File: config.mk
export PLATFORM = sky130hd
export DESIGN_NAME = dds_wave_gen
export DESIGN_NICKNAME = d
export VERILOG_FILES = /design/src/rtl/dds_wave_gen.sv
export SDC_FILE = /design/constraint.sdc
export NUM_CORES = 1
export LEC_CHECK = 0
export BUFFER_PORTS_ARGS = -buffer_cell sky130_fd_sc_hd__buf_2
export CAP_MARGIN = 20
export CORE_MARGIN = 2
export CORE_UTILIZATION = 59
export DETAILED_ROUTE_END_ITERATION = 8
export GPL_TIMING_DRIVEN = 0
export PLACE_DENSITY = 0.88
export SYNTH_ARGS = -nofsm -noshare
export SYNTH_HDL_FRONTEND = slang
export SYNTH_SLANG_ARGS = --single-unit
File: constraint.sdc
create_clock -name clk -period 3 [get_ports clk]
set_input_delay 0.6 -clock clk [delete_from_list [all_inputs] [get_ports clk]]
set_output_delay 0.6 -clock clk [all_outputs]
set_load 0.02 [all_outputs]
File: src/rtl/dds_wave_gen.sv
//==============================================================================
// dds_wave_gen : DDS generator producing sine (external ROM), square, saw and
//                triangle samples, one every DIV clocks, with step controls.
// Revision 1.0
//==============================================================================
`default_nettype none

module dds_wave_gen #(
    parameter int DATA_W      = 8,
    parameter int ADDR_W      = 8,
    parameter int PHASE_W     = 16,
    parameter int DIV         = 4,
    parameter int FWORD_BASE  = 256,
    parameter int FREQ_LEVELS = 4,
    parameter int AMP_LEVELS  = 4,
    localparam int FS_W       = (FREQ_LEVELS > 1) ? $clog2(FREQ_LEVELS) : 1,
    localparam int AS_W       = (AMP_LEVELS > 1) ? $clog2(AMP_LEVELS) : 1
) (
    input  logic              clk,
    input  logic              rst_n,
    input  logic              mode_step,
    input  logic              freq_step,
    input  logic              amp_step,
    input  logic              phase_clr,
    output logic [ADDR_W-1:0] rom_addr,
    output logic              rom_rden,
    input  logic [DATA_W-1:0] rom_q,
    output logic [DATA_W-1:0] dout,
    output logic              dout_valid,
    output logic [1:0]        mode,
    output logic [FS_W-1:0]   freq_sel,
    output logic [AS_W-1:0]   amp_sel
);

    localparam int CNT_W = (DIV > 1) ? $clog2(DIV) : 1;
    localparam logic [CNT_W-1:0]   c_CNT_MAX  = CNT_W'(DIV - 1);
    localparam logic [FS_W-1:0]    c_FREQ_MAX = FS_W'(FREQ_LEVELS - 1);
    localparam logic [AS_W-1:0]    c_AMP_MAX  = AS_W'(AMP_LEVELS - 1);
    localparam logic [PHASE_W-1:0] c_FWORD    = PHASE_W'(FWORD_BASE);

    logic [CNT_W-1:0]   r_cnt;
    logic [PHASE_W-1:0] r_phase;
    logic [1:0]         r_mode;
    logic [FS_W-1:0]    r_freq_sel;
    logic [AS_W-1:0]    r_amp_sel;
    logic               r_rden;
    logic [ADDR_W-1:0]  r_rom_addr;

    // Pipeline stages; each carries its own copy of the settings snapshot
    logic               r_v1, r_v2, r_v3, r_valid;
    logic [1:0]         r_mode1;
    logic [AS_W-1:0]    r_amp1, r_amp2, r_amp3;
    logic               r_sine2, r_sine3;
    logic [DATA_W-1:0]  r_wave2, r_wave3;
    logic [DATA_W-1:0]  r_dout;

    logic               w_tick;
    logic [PHASE_W-1:0] w_fword;
    logic [DATA_W-1:0]  w_tri_raw;
    logic [DATA_W-1:0]  w_wave_calc;
    logic [DATA_W-1:0]  w_wave_sel;

    assign w_tick    = (r_cnt == c_CNT_MAX);
    assign w_fword   = c_FWORD << r_freq_sel;
    assign w_tri_raw = r_phase[PHASE_W-2 -: DATA_W];

    always_comb begin
        w_wave_calc = '0;
        case (r_mode1)
            2'd1:    w_wave_calc = r_phase[PHASE_W-1] ? '0 : '1;
            2'd2:    w_wave_calc = r_phase[PHASE_W-1 -: DATA_W];
            2'd3:    w_wave_calc = r_phase[PHASE_W-1] ? ~w_tri_raw : w_tri_raw;
            default: w_wave_calc = '0;
        endcase
    end

    assign w_wave_sel = r_sine3 ? rom_q : r_wave3;

    always_ff @(posedge clk or negedge rst_n) begin
        if (!rst_n) begin
            r_cnt      <= '0;
            r_phase    <= '0;
            r_mode     <= '0;
            r_freq_sel <= '0;
            r_amp_sel  <= '0;
            r_rden     <= 1'b0;
        end else begin
            r_rden <= 1'b1;
            r_cnt  <= w_tick ? '0 : r_cnt + 1'b1;
            // A clear wins over the tick's increment in the same cycle
            if (phase_clr)
                r_phase <= '0;
            else if (w_tick)
                r_phase <= r_phase + w_fword;
            if (mode_step)
                r_mode <= r_mode + 2'd1;
            if (freq_step)
                r_freq_sel <= (r_freq_sel == c_FREQ_MAX) ? '0 : r_freq_sel + 1'b1;
            if (amp_step)
                r_amp_sel <= (r_amp_sel == c_AMP_MAX) ? '0 : r_amp_sel + 1'b1;
        end
    end

    always_ff @(posedge clk or negedge rst_n) begin
        if (!rst_n) begin
            r_v1       <= 1'b0;
            r_v2       <= 1'b0;
            r_v3       <= 1'b0;
            r_valid    <= 1'b0;
            r_mode1    <= '0;
            r_amp1     <= '0;
            r_amp2     <= '0;
            r_amp3     <= '0;
            r_sine2    <= 1'b0;
            r_sine3    <= 1'b0;
            r_wave2    <= '0;
            r_wave3    <= '0;
            r_rom_addr <= '0;
            r_dout     <= '0;
        end else begin
            r_v1    <= w_tick;
            r_v2    <= r_v1;
            r_v3    <= r_v2;
            r_valid <= r_v3;
            if (w_tick) begin
                r_mode1 <= r_mode;
                r_amp1  <= r_amp_sel;
            end
            if (r_v1) begin
                r_rom_addr <= r_phase[PHASE_W-1 -: ADDR_W];
                r_wave2    <= w_wave_calc;
                r_sine2    <= (r_mode1 == 2'd0);
                r_amp2     <= r_amp1;
            end
            // Extra stage lines computed waves up with the ROM read latency
            if (r_v2) begin
                r_wave3 <= r_wave2;
                r_sine3 <= r_sine2;
                r_amp3  <= r_amp2;
            end
            if (r_v3)
                r_dout <= w_wave_sel >> r_amp3;
        end
    end

    assign rom_addr   = r_rom_addr;
    assign rom_rden   = r_rden;
    assign dout       = r_dout;
    assign dout_valid = r_valid;
    assign mode       = r_mode;
    assign freq_sel   = r_freq_sel;
    assign amp_sel    = r_amp_sel;

endmodule

`default_nettype wire

* Word level (Yosys, flattened, before mapping)
Cells that the tools add are included.
** Cells by class
- Add/sub/neg operators :: 5
- $mul :: 0
- Divide/modulo/power cells :: 0
- Magnitude comparators :: 0
- Equality and inequality tests :: 6
- Shift-type cells :: 2
- Muxes and demuxes :: 9
- Bitwise gates (word level) :: 1
- Reductions and logical operators :: 2
** Operator list (number)
- 16-bit 2-to-1 mux :: 2
- 8-bit 2-to-1 mux :: 3
- 8-bit case mux with 3 select lines :: 1
- 16-bit adder :: 1
- 9-bit by 2-bit left shift with 16-bit output, first input constant :: 1
- 2-bit == test, second input constant :: 5
- 2-bit by 1-bit adder with 2-bit output, second input constant :: 4
- 8-bit inverter :: 1
- 8-bit by 2-bit right shift with 8-bit output :: 1
- 2-bit 2-to-1 mux :: 3
- 2-bit by 1-bit == test with 1-bit output, second input constant :: 1
- 2-bit logical NOT :: 1
- 2-bit nonzero test :: 1
** Storage, ports and cells
- Register bits after elaboration :: 71
- Bits in latches :: 0
- Memory bits (writable) :: 0
- Memory bits (read-only) :: 0
- Bits of input ports :: 14
- Output and inout port bits :: 24
- Logic and storage cells :: 45
- Memories :: 0

* Logic depth before layout (Yosys ltp)
- Depth in word-level cells :: 4
- Mapped depth :: 8
- Gate-level depth less buffers :: 8

* Least setup slack after synthesis
OpenSTA, ideal clock, no wires.
- Path kind :: reg-to-reg
- Start :: reg r_freq_sel[0] (netlist: freq_sel[0])
- End :: reg r_phase[14]
- Setup time :: 0.130 ns
- Data arrival time :: 1.997 ns
- Required time :: 2.870 ns
- Slack :: 0.873 ns
- Stages on the path, launching flop included :: 9
- Buffers on the path :: 0
- Period minus slack after synthesis :: 2.127 ns
- Path through :: dfrtp_1 inv_1 ha_1 ha_1 fa_1 a211oi_1 nor3_1 xnor2_1 nor2_1
** Between the ends
- Cells in the longest elaborated chain, start to end :: 4
** Ends and longest elaborated chain
- start, declared :: line 44 : logic [FS_W-1:0] r_freq_sel;
- start signal, assigned :: line 98 : r_freq_sel <= (r_freq_sel == c_FREQ_MAX) ? '0 : r_freq_sel + 1'b1;
- 9-bit by 2-bit left shift with 16-bit output :: line 64 : assign w_fword = c_FWORD << r_freq_sel;
- 16-bit adder :: line 94 : r_phase <= r_phase + w_fword;
- 16-bit 2-to-1 mux :: line 93 : else if (w_tick)
- 16-bit 2-to-1 mux :: line 91 : if (phase_clr)
- end signal, assigned :: line 94
- end, declared :: line 42 : logic [PHASE_W-1:0] r_phase;
Every way passes these cells. The select of a mux whose other input is x is not followed.
A chain may end at the register's enable or synchronous reset.

* Worst setup path after layout
Same ends and word-level chain as after synthesis.

==> impl_metrics.py <==
metrics = {
    "sta": {
        "relSlewSlack_pct": 41.9,
        "hold_viol_final": 0,
        "setup_tns_ps": 0,
        "finalMaxSlewViolations": 0,
        "worst_pin_slew_ps": 871,
        "setup_violations": 0,
        "fmax_mhz": 457,
        "period_share_pct": 72.9,
        "grt_setup_unrepaired": "no",
        "finalCriticalPeriod_ps": 2190,
        "skew_ps": 6.51,
    },
    "clock_tree": {
        "cts.sinks": 63,
        "cts_tree": "done",
        "hold_buffers": 0,
        "postCtsSetupBuffers": 0,
        "clock_latency_ps": 330,
        "htreeDepth": 3,
        "post_cts_resized": 0,
        "numCtsBuffers": 9,
        "clock_path_buffers": 2,
        "cts_root_buf": "clkbuf_8",
        "clkTransAtPathRegs_ps": 60,
    },
    "power": {
        "power_density_nw_per_um2": 915,
        "vdd_drop_max_uv": 684,
        "cellLeakagePower_nw": 1.63,
    },
    "die": {
        "io_pins": 38,
        "die-area_sq_um": 5530,
        "placement_rows": 25,
        "fp.dieW_um": 74.4,
        "initial_core_util_pct": 61.5,
        "fp.dieH_um": 74.4,
        "core-area_sq_um": 4750,
    },
    "synthesis": {
        "ys_types": 32,
        "synth.top_cell.area_share_pct": 53.9,
        "syn-cell-area_sq_um": 2920,
        "synth_cells": 241,
        "synthTopCellsByArea": "dfrtp_1, mux2_2, mux4_2",
        "yosysWarnings": 0,
        "ys_ff_latch": 63,
        "synth.avg_cell_area_sq_um": 12.1,
        "syn-num-nets": 266,
        "yosysSeqAreaShare_pct": 53.9,
        "synth_top_area_cell": "dfrtp_1",
    },
    "setup_path": {
        "path_cells": "inv_1, ha_1, ha_1, fa_1, a211oi_1, nor3_1, xnor2_1, nor2_1",
        "slowest_delay_ps": 420,
        "cpMostUsedCell": "ha_1",
        "critPathMaxFanout": 5,
        "end_kind": "flip-flop",
        "cp-start-kind": "flip-flop",
        "cpLargestDelayFamily": "adder cells",
        "critPathSlowestCell": "dfrtp_1",
        "critPathKind": "flip-flop to flip-flop",
        "required_ps": 3210,
        "worst_ep_arrival_time_ps": 2400,
        "crit_buf_inv": 1,
    },
    "place": {
        "dpl_cell_area_sq_um": 3210,
        "place_hpwl_mm": 3.97,
        "gp_congestion": 0.869,
        "numPortBuffers": 36,
    },
    "routing": {
        "drt_drc_violations_left": 0,
        "routed-via-count": 2039,
        "drtPass1Iterations": 4,
        "viasPerCell": 5.65,
        "wl_mm": 5.51,
        "drtIter0Drc": 111,
        "antenna_left": 0,
        "wl_per_cell_um": 15.3,
    },
    "finish": {
        "antenna_cells": 0,
        "drive_gt1_share_pct": 33.0,
        "stdcell_area_sq_um": 3420,
        "finalNetCount": 314,
        "syn_to_final_growth_pct": 17.1,
    },
    "global_routing": {
        "first_global_vias": 1971,
        "grt_max_degree": 39,
        "grt_use_total_pct": 22.5,
        "grt.overflow.total": 0,
        "grt_pass1_wl_mm": 9.08,
        "antenna_found_initial": 0,
    },
    "hold_path": {
        "hp-class": "flip-flop to flip-flop",
    },
    "status": {
        "status": "completed",
    },
    "job": {
        "max_cap_viol_count": 0,
    },
}
==> cell families (layout without fill, tap and decap cells) <==
kind of cell / Yosys count / after routing / synth area share (%)
other: 1 / 1 / 0.128
XOR/XNOR: 4 / 4 / 1.20
buffers and inverters: 18 / 71 / 2.87
AO/OA/AOI/OAI: 50 / 50 / 10.3
multiplexers: 43 / 43 / 18.9
AND/OR/NAND/NOR: 51 / 51 / 7.75
flip-flops: 63 / 63 / 53.9
adder cells (fa/ha/maj): 11 / 11 / 4.97
==> placed cells by master, fill, tap and decap left out, types with 3 or more instances in the layout <==
| cell | synthesis | layout |
|---|---|---|
| dfrtp_1 | 63 | 63 |
| buf_2 | 7 | 43 |
| mux2_2 | 27 | 27 |
| nor2_1 | 24 | 24 |
| a21oi_1 | 19 | 19 |
| o21ai_0 | 16 | 16 |
| clkbuf_8 | 0 | 12 |
| nand2_1 | 11 | 11 |
| ha_1 | 10 | 10 |
| or3_1 | 9 | 9 |
| mux2i_1 | 9 | 9 |
| mux4_2 | 7 | 7 |
| a32oi_1 | 6 | 6 |
| inv_1 | 5 | 5 |
| clkbuf_1 | 4 | 5 |
| nor3_1 | 3 | 3 |
| a211oi_1 | 3 | 3 |
| xnor2_1 | 3 | 3 |
==> worst paths after layout <==
check | cells after the start | start | endpoint | slack (ps)
hold reg to reg | 0 | r_v1 | r_v2 | 370
min in group asynchronous | 1 | rst_n | dout[3] | 380
setup / recovery | 8 | freq_sel[0] | r_phase[14] | 810
max in group asynchronous | 2 | rst_n | r_wave3[0] | 2000
setup reg to reg | 8 | freq_sel[0] | r_phase[14] | 810
hold / removal | 0 | r_v1 | r_v2 | 370
==> power breakdown <==
part / switching (mW) / total (mW) / internal, mW
registers: 0.185 / 1.30 / 1.11
logic: 0.563 / 1.08 / 0.517
clock network: 0.309 / 0.758 / 0.449
==> state kept, by name, indices dropped and copies added, names as in the netlist, 8 cells and up <==
register  cells
r_wave3       8
rom_addr      8
dout          8
r_wave2       8
r_phase       8
==> synthesized netlist by cell type <==
cell	count
a211oi_1	3
a21o_1	1
a21oi_1	19
a31o_2	1
a32oi_1	6
buf_2	7
buf_6	1
clkbuf_1	4
conb_1	1
dfrtp_1	63
fa_1	1
ha_1	10
inv_1	5
inv_2	1
mux2_2	27
mux2i_1	9
mux4_2	7
nand2_1	11
nand3_1	1
nand4_1	1
nor2_1	24
nor2_2	1
nor2b_1	1
nor3_1	3
o211a_1	1
o211ai_1	1
o21a_1	1
o21ai_0	16
o41ai_1	1
or3_1	9
xnor2_1	3
xor2_1	1
==> cell type report <==
cell class / instances / area, sq um
plain buffers: 12 / 61.3
clock buffers: 13 / 169
clock inverters: 3 / 40.0
fillers: 351 / 1330
inverters: 6 / 22.5
multi-input cells: 160 / 1260
flip-flops and latches: 63 / 1580
well taps: 67 / 83.8
repair buffers: 37 / 208
==> metal layers <==
layer | GRT usage, % | share of wire (%) | routed length [um] | vias to the layer above
met5 | 0 | 0 | 0 | -
met4 | 11.5 | 2.1 | 118 | 0
met3 | 6.64 | 5.5 | 301 | 17
met2 | 36.9 | 50 | 2760 | 73
met1 | 27.1 | 42 | 2340 | 983
li1 | - | - | - | 966
==> per-stage QoR <==
stage	util, %	power (mW)	hold WS [ps]	cells	worst slack, ps
after floorplan	-	2.09	304	241	873
after global placement	67.0	2.32	357	344	877
after detailed placement	67.6	2.39	361	345	851
after CTS	72.0	3.16	375	361	833
after global routing	72.0	3.35	378	361	670
final	72.0	3.13	372	361	814
Power figures use the tool's default switching activity.
